### src/rtl/gray_counter.sv
// Up/down counter holding its state in Gray code.
// Gray and binary views are registered from one binary next-state.
module gray_counter #(
    parameter int SIZE = 8,
    parameter int SAT  = 0
) (
    input  logic            clk,
    input  logic            rst_n,
    input  logic            en,
    input  logic            up,
    input  logic            load,
    input  logic [SIZE-1:0] load_bin,
    output logic [SIZE-1:0] gray,
    output logic [SIZE-1:0] bin,
    output logic            wrap,
    output logic            at_max,
    output logic            at_min
);

    localparam logic [SIZE-1:0] MAX = '1;
    localparam logic [SIZE-1:0] ONE = SIZE'(1);

    logic [SIZE-1:0] bin_q;
    logic [SIZE-1:0] gray_q;
    logic            wrap_q;
    logic [SIZE-1:0] next_bin;
    logic            next_wrap;
    logic            is_max;
    logic            is_min;

    function automatic logic [SIZE-1:0] bin2gray(
        input logic [SIZE-1:0] b
    );
        return b ^ (b >> 1);
    endfunction

    assign is_max = (bin_q == MAX);
    assign is_min = (bin_q == '0);

    // Next binary count: load beats count beats hold.
    always_comb begin
        next_bin  = bin_q;
        next_wrap = 1'b0;
        unique case (1'b1)
            load: begin
                next_bin = load_bin;
            end
            (!load && en && up): begin
                if (!is_max) begin
                    next_bin = bin_q + ONE;
                end else if (SAT == 0) begin
                    next_bin  = '0;
                    next_wrap = 1'b1;
                end
            end
            (!load && en && !up): begin
                if (!is_min) begin
                    next_bin = bin_q - ONE;
                end else if (SAT == 0) begin
                    next_bin  = MAX;
                    next_wrap = 1'b1;
                end
            end
            default: begin
                next_bin = bin_q;
            end
        endcase
    end

    // Both encodings latch the same next value, so they never skew.
    always_ff @(posedge clk or negedge rst_n) begin
        if (!rst_n) begin
            bin_q  <= '0;
            gray_q <= '0;
            wrap_q <= 1'b0;
        end else begin
            bin_q  <= next_bin;
            gray_q <= bin2gray(next_bin);
            wrap_q <= next_wrap;
        end
    end

    assign gray   = gray_q;
    assign bin    = bin_q;
    assign wrap   = wrap_q;
    assign at_max = (bin_q == MAX);
    assign at_min = (bin_q == '0);

endmodule

### config.mk
export PLATFORM = sky130hd
export DESIGN_NAME = gray_counter
export DESIGN_NICKNAME = d
export VERILOG_FILES = /design/src/rtl/gray_counter.sv
export SDC_FILE = /design/constraint.sdc
export NUM_CORES = 1
export LEC_CHECK = 0
export CAP_MARGIN = 30
export CORE_MARGIN = 1
export CORE_UTILIZATION = 46
export DETAILED_ROUTE_END_ITERATION = 7
export PLACE_DENSITY = 0.89
export SETUP_SLACK_MARGIN = 0.4
export SYNTH_ARGS = -nofsm -noshare
export SYNTH_HDL_FRONTEND = slang
export SYNTH_SLANG_ARGS = --single-unit
### constraint.sdc
create_clock -name clk -period 2.5 [get_ports clk]
set_input_delay 0.625 -clock clk [delete_from_list [all_inputs] [get_ports clk]]
set_output_delay 0.625 -clock clk [all_outputs]
set_load 0.02 [all_outputs]
**Yosys cells after proc, flatten, opt, wreduce, memory -nomap -nowiden**

Cells that the tools add are included.
W data, S select, Z words.

- $add $sub $neg: 2
- Eq/ne operators: 1
- Multiplexer cells: 6
- Bitwise logic cells: 1
- Reduce and logical (&&, ||, !) cells: 6

Operator list:

| operator | count |
|---|---|
| $pmux W8 S3 | 1 |
| $mux W8 | 2 |
| $add A8 B1 Y8 const B | 1 |
| $eq A8 B8 Y1 const B | 1 |
| $logic_not A8 Y1 | 1 |
| $sub A8 B1 Y8 const B | 1 |
| $xor A8 B7 Y8 | 1 |
| $logic_and A1 B1 Y1 | 3 |
| $logic_not A1 Y1 | 2 |
| $mux W1 | 2 |
| $pmux W1 S2 | 1 |

- Register bits after elaboration: 17
- Bits of input ports: 13
- Output and inout port bits: 19
- Word-level logic and storage cells: 19

**Longest topological paths before layout**

- Depth in word-level cells: 5
- Gate-level depth with buffers: 8
- Mapped depth without buffers: 8

**Least setup slack after synthesis**

Ideal clock, no wire load.

- Kind: register -> register
- From: reg bin_q[0], in the netlist bin[0]
- To: reg gray_q[3], in the netlist gray[3]
- Library setup time: 139 ps
- Data arrival time: 2138 ps
- Data required time: 2361 ps
- Setup slack: 222 ps
- Stages on the path, launching flop included: 9
- Path buffers: 0
- Period minus slack after synthesis: 2278 ps
- Path through: dfrtp_1 > inv_1 > ha_1 > or4b_4 > nor4_4 > o21ai_0 > o211ai_1 > o21ai_1 > xor2_1

- Word-level cells in the longest chain between the ends: 4
- Elaborated cells on any way between the ends: 8
- Those cells by class: 2 x add/sub; 1 x eq/ne; 3 x mux; 1 x bitwise; 1 x reduce/logical

RTL lines:

| item | line | RTL |
|---|---|---|
| from (decl) | 23 | `logic [SIZE-1:0] bin_q;` |
| from (signal assigned) | 77 | `bin_q <= next_bin;` |
| $logic_not A8 Y1 | - |  |
| net at_min | 17 | `output logic at_min` |
| $mux W8 | 57 | `if (!is_min) begin` |
| $pmux W8 S3 | 44 | `unique case (1'b1)` |
| $xor A8 B7 Y8 | 34 | `return b ^ (b >> 1);` |
| to (signal assigned) | 78 | `gray_q <= bin2gray(next_bin);` |
| to (decl) | 24 | `logic [SIZE-1:0] gray_q;` |

The timed path passes the listed nets, and every way through them passes these cells.

**Worst setup path in the final report**

- From: reg bin_q[0], in the netlist bin[0]
- To: out at_min

- Word-level cells in the longest chain between the ends: 1

RTL lines:

| item | line | RTL |
|---|---|---|
| $logic_not A8 Y1 | 87 | `assign at_min = (bin_q == '0);` |
| to (decl) | 17 |  |

Every way passes these cells.

==> metrics.yaml <==
logic_synthesis:
  syn_nets: 133
  syn_inst: 117
  synth_edf_count: 0
  synth_area_per_cell_sq_um: 9.21
  yosysSeqAreaShare: 0.372
  synthArstFlopShare: 1.00
  yosysWarnings: 0
  synth_area_sq_um: 1080
  synthFlopType: "dfrtp_1"
  synth_seq_cells: 16
  synth_cell_type_count: 48
clock_tree:
  clkSinkCount: 16
  cts_buffer_depth: 2
  htree_levels: 1
  clk_latency_ps: 290
  clkTransAtPathRegs_ps: 100
  clock-root-buffer: "clkbuf_4"
  cts_buffers: 3
  cts_tree: "done"
sta:
  rsz0062_at_grt: "true"
  max_freq_mhz: 400
  report.final.slew_viol_count: 0
  fin_crit_sh: 0.999
  timing.slew.headroom: 0.535
  setup_violations: 0
  post-route-min-period_ps: 2500
  finalHoldViolations: 0
  tightestPinTransition_ps: 695
  finClkSkew_ps: 10.3
die:
  core-area_sq_um: 2210
  die_h_um: 50.4
  row_count: 17
  dieArea_sq_um: 2540
  die_x_um: 50.4
  start_util: 0.487
  ioPinCount: 32
worst_setup_path:
  cp.required_ps: 1880
  crit_chain: "inv_2, ha_4, or4b_4, nor4_4, buf_4"
  crit_slowest_cell: "or4b_4"
  start_kind: "register"
  slowest_delay_ps: 490
  crit_fanout: 2
  crit_type: "reg -> out"
  end_kind: "output port"
  arrival_ps: 1870
global_route:
  grt_pass1_vias: 1103
  grt_max_degree: 17
  antenna_found_initial: 0
  grt_overflow_total: 0
  grt_pass1_wl_mm: 5.21
  track_usage: 0.275
routing:
  first_pass_iters: 5
  route.detailed.drc: 0
  ant_nets: 0
  avgViaCountPerCell: 6.31
  wirelength_mm: 4.32
  drtIter0Drc: 100
  post_drt_wl_per_cell_um: 20.9
  vias: 1306
placed_design:
  post-place-cells: 187
  portBuffers: 31
  dpl.hpwl_mm: 2.28
  gp_congestion: 0.897
final_layout:
  nets: 196
  num-fill-cells: 116
  n_antenna_cell: 0
  area_growth_pct: 72.6
  fin_cells: 207
  drive_gt1_frac: 0.430
power_and_ir_drop:
  fin_total_pwr_mw: 1.09
  p_leak_nw: 0.845
  ir_drop_v: 0.000425
  power.density_nw_per_um2: 588
run:
  maxCapViolations: 0
run_status:
  outcome: "finished, final reports clean"
hold_path:
  hold_class: "in -> async"
cells in the mapped netlist, types with 2 or more instances:
cell / count / share of area
dfrtp_1: 16 / 0.37
nand2_1: 10 / 0.035
nor2_1: 10 / 0.035
inv_1: 8 / 0.028
o21ai_0: 7 / 0.033
xor2_1: 6 / 0.049
a21oi_1: 5 / 0.023
clkbuf_1: 4 / 0.014
ha_1: 3 / 0.035
xnor2_1: 3 / 0.024
a22o_1: 2 / 0.016
buf_2: 2 / 0.0093
mux2i_1: 2 / 0.019
nand2b_1: 2 / 0.012
o211ai_1: 2 / 0.014
o21ai_1: 2 / 0.0093
o31ai_1: 2 / 0.014
cell families after synthesis:
family          share of synthesized area
simple gates                        0.223
xor+xnor                           0.0732
mux                                0.0186
compound gates                      0.216
buf+inv                            0.0627
flops                               0.372
fa+ha+maj                          0.0348
timing repair:
action                     in CTS  in global routing
hold buffers                    0                  0
setup buffers                   4                 11
pin swaps                       8                 12
setup endpoints to repair      10                 16
resized for setup              24                 26
gates cloned                    0                  1
worst max-delay path: cells and delay by family (launching register included):
| family | cells | cell delay, ps |
|---|---|---|
| adder cells (fa/ha/maj) | 1 | 120 |
| buffers and inverters | 2 | 300 |
| flip-flops | 1 | 430 |
| AND/OR/NAND/NOR | 2 | 730 |
layer usage:
layer	up-vias	track usage	wire, um
met5	-	0	0
met4	0	0.0972	273
met3	32	0.0121	390
met2	130	0.493	2090
met1	603	0.349	1560
li1	541	-	-
report_power, final:
group	switching, mW	internal [mW]	total [mW]	leakage (nW)
Sequential	0.0300	0.309	0.339	0.186
Combinational	0.305	0.274	0.579	0.639
Clock	0.0858	0.0888	0.175	0.0210
layout by cell type, fill, tap and decap left out, drive strengths merged, types with 5 or more instances in the layout:
master,n
clkdlybuf4s50,22
inv,8
dfrtp,16
o21ai,9
xor2,6
a21oi,6
nor2,11
nand2,10
dlymetal6s2s,6
buf,36
clkbuf,5
stage by stage:
| step | util | hold slack, ps | setup TNS (ps) | instance area, sq um | setup WS, ps |
|---|---|---|---|---|---|
| after floorplan | - | 329 | 0 | 1090 | 235 |
| after global placement | 0.693 | 678 | -216 | 1530 | -216 |
| after detailed placement | 0.693 | 693 | -258 | 1530 | -258 |
| after CTS | 0.749 | 718 | 0 | 1660 | 90.5 |
| after global routing | 0.840 | 788 | -38.5 | 1860 | -38.5 |
| final | 0.840 | 738 | 0 | 1860 | 2.00 |
sequential cells by signal (all words and copies together) (netlist names):
name	count
bin	8
gray	7
wrap	1
path summary, 6_finish.rpt:
| path | start | end | slack, ps | depth (start not counted) |
|---|---|---|---|---|
| setup / recovery | bin[0]$_DFF_PN0_ | at_min | 2 | 5 |
| hold / removal | rst_n | gray[0]$_DFF_PN0_ | 740 | 1 |
| setup reg to reg | bin[0]$_DFF_PN0_ | gray[2]$_DFF_PN0_ | 140 | 9 |
| hold reg to reg | bin[7]$_DFF_PN0_ | bin[7]$_DFF_PN0_ | 760 | 2 |
| max in group asynchronous | rst_n | bin[5]$_DFF_PN0_ | 1270 | 1 |
| min in group clk | bin[7]$_DFF_PN0_ | bin[7]$_DFF_PN0_ | 760 | 2 |
final cells by class:
class / instances / area, sq um / area share
multi-input combinational: 85 / 736 / 0.396
timing repair buffer: 66 / 614 / 0.330
sequential: 16 / 408 / 0.219
clock buffer: 4 / 36.3 / 0.0195
tap: 28 / 35.0 / 0.0188
inverter: 8 / 30.0 / 0.0162
(Power assumes the default switching activity.)
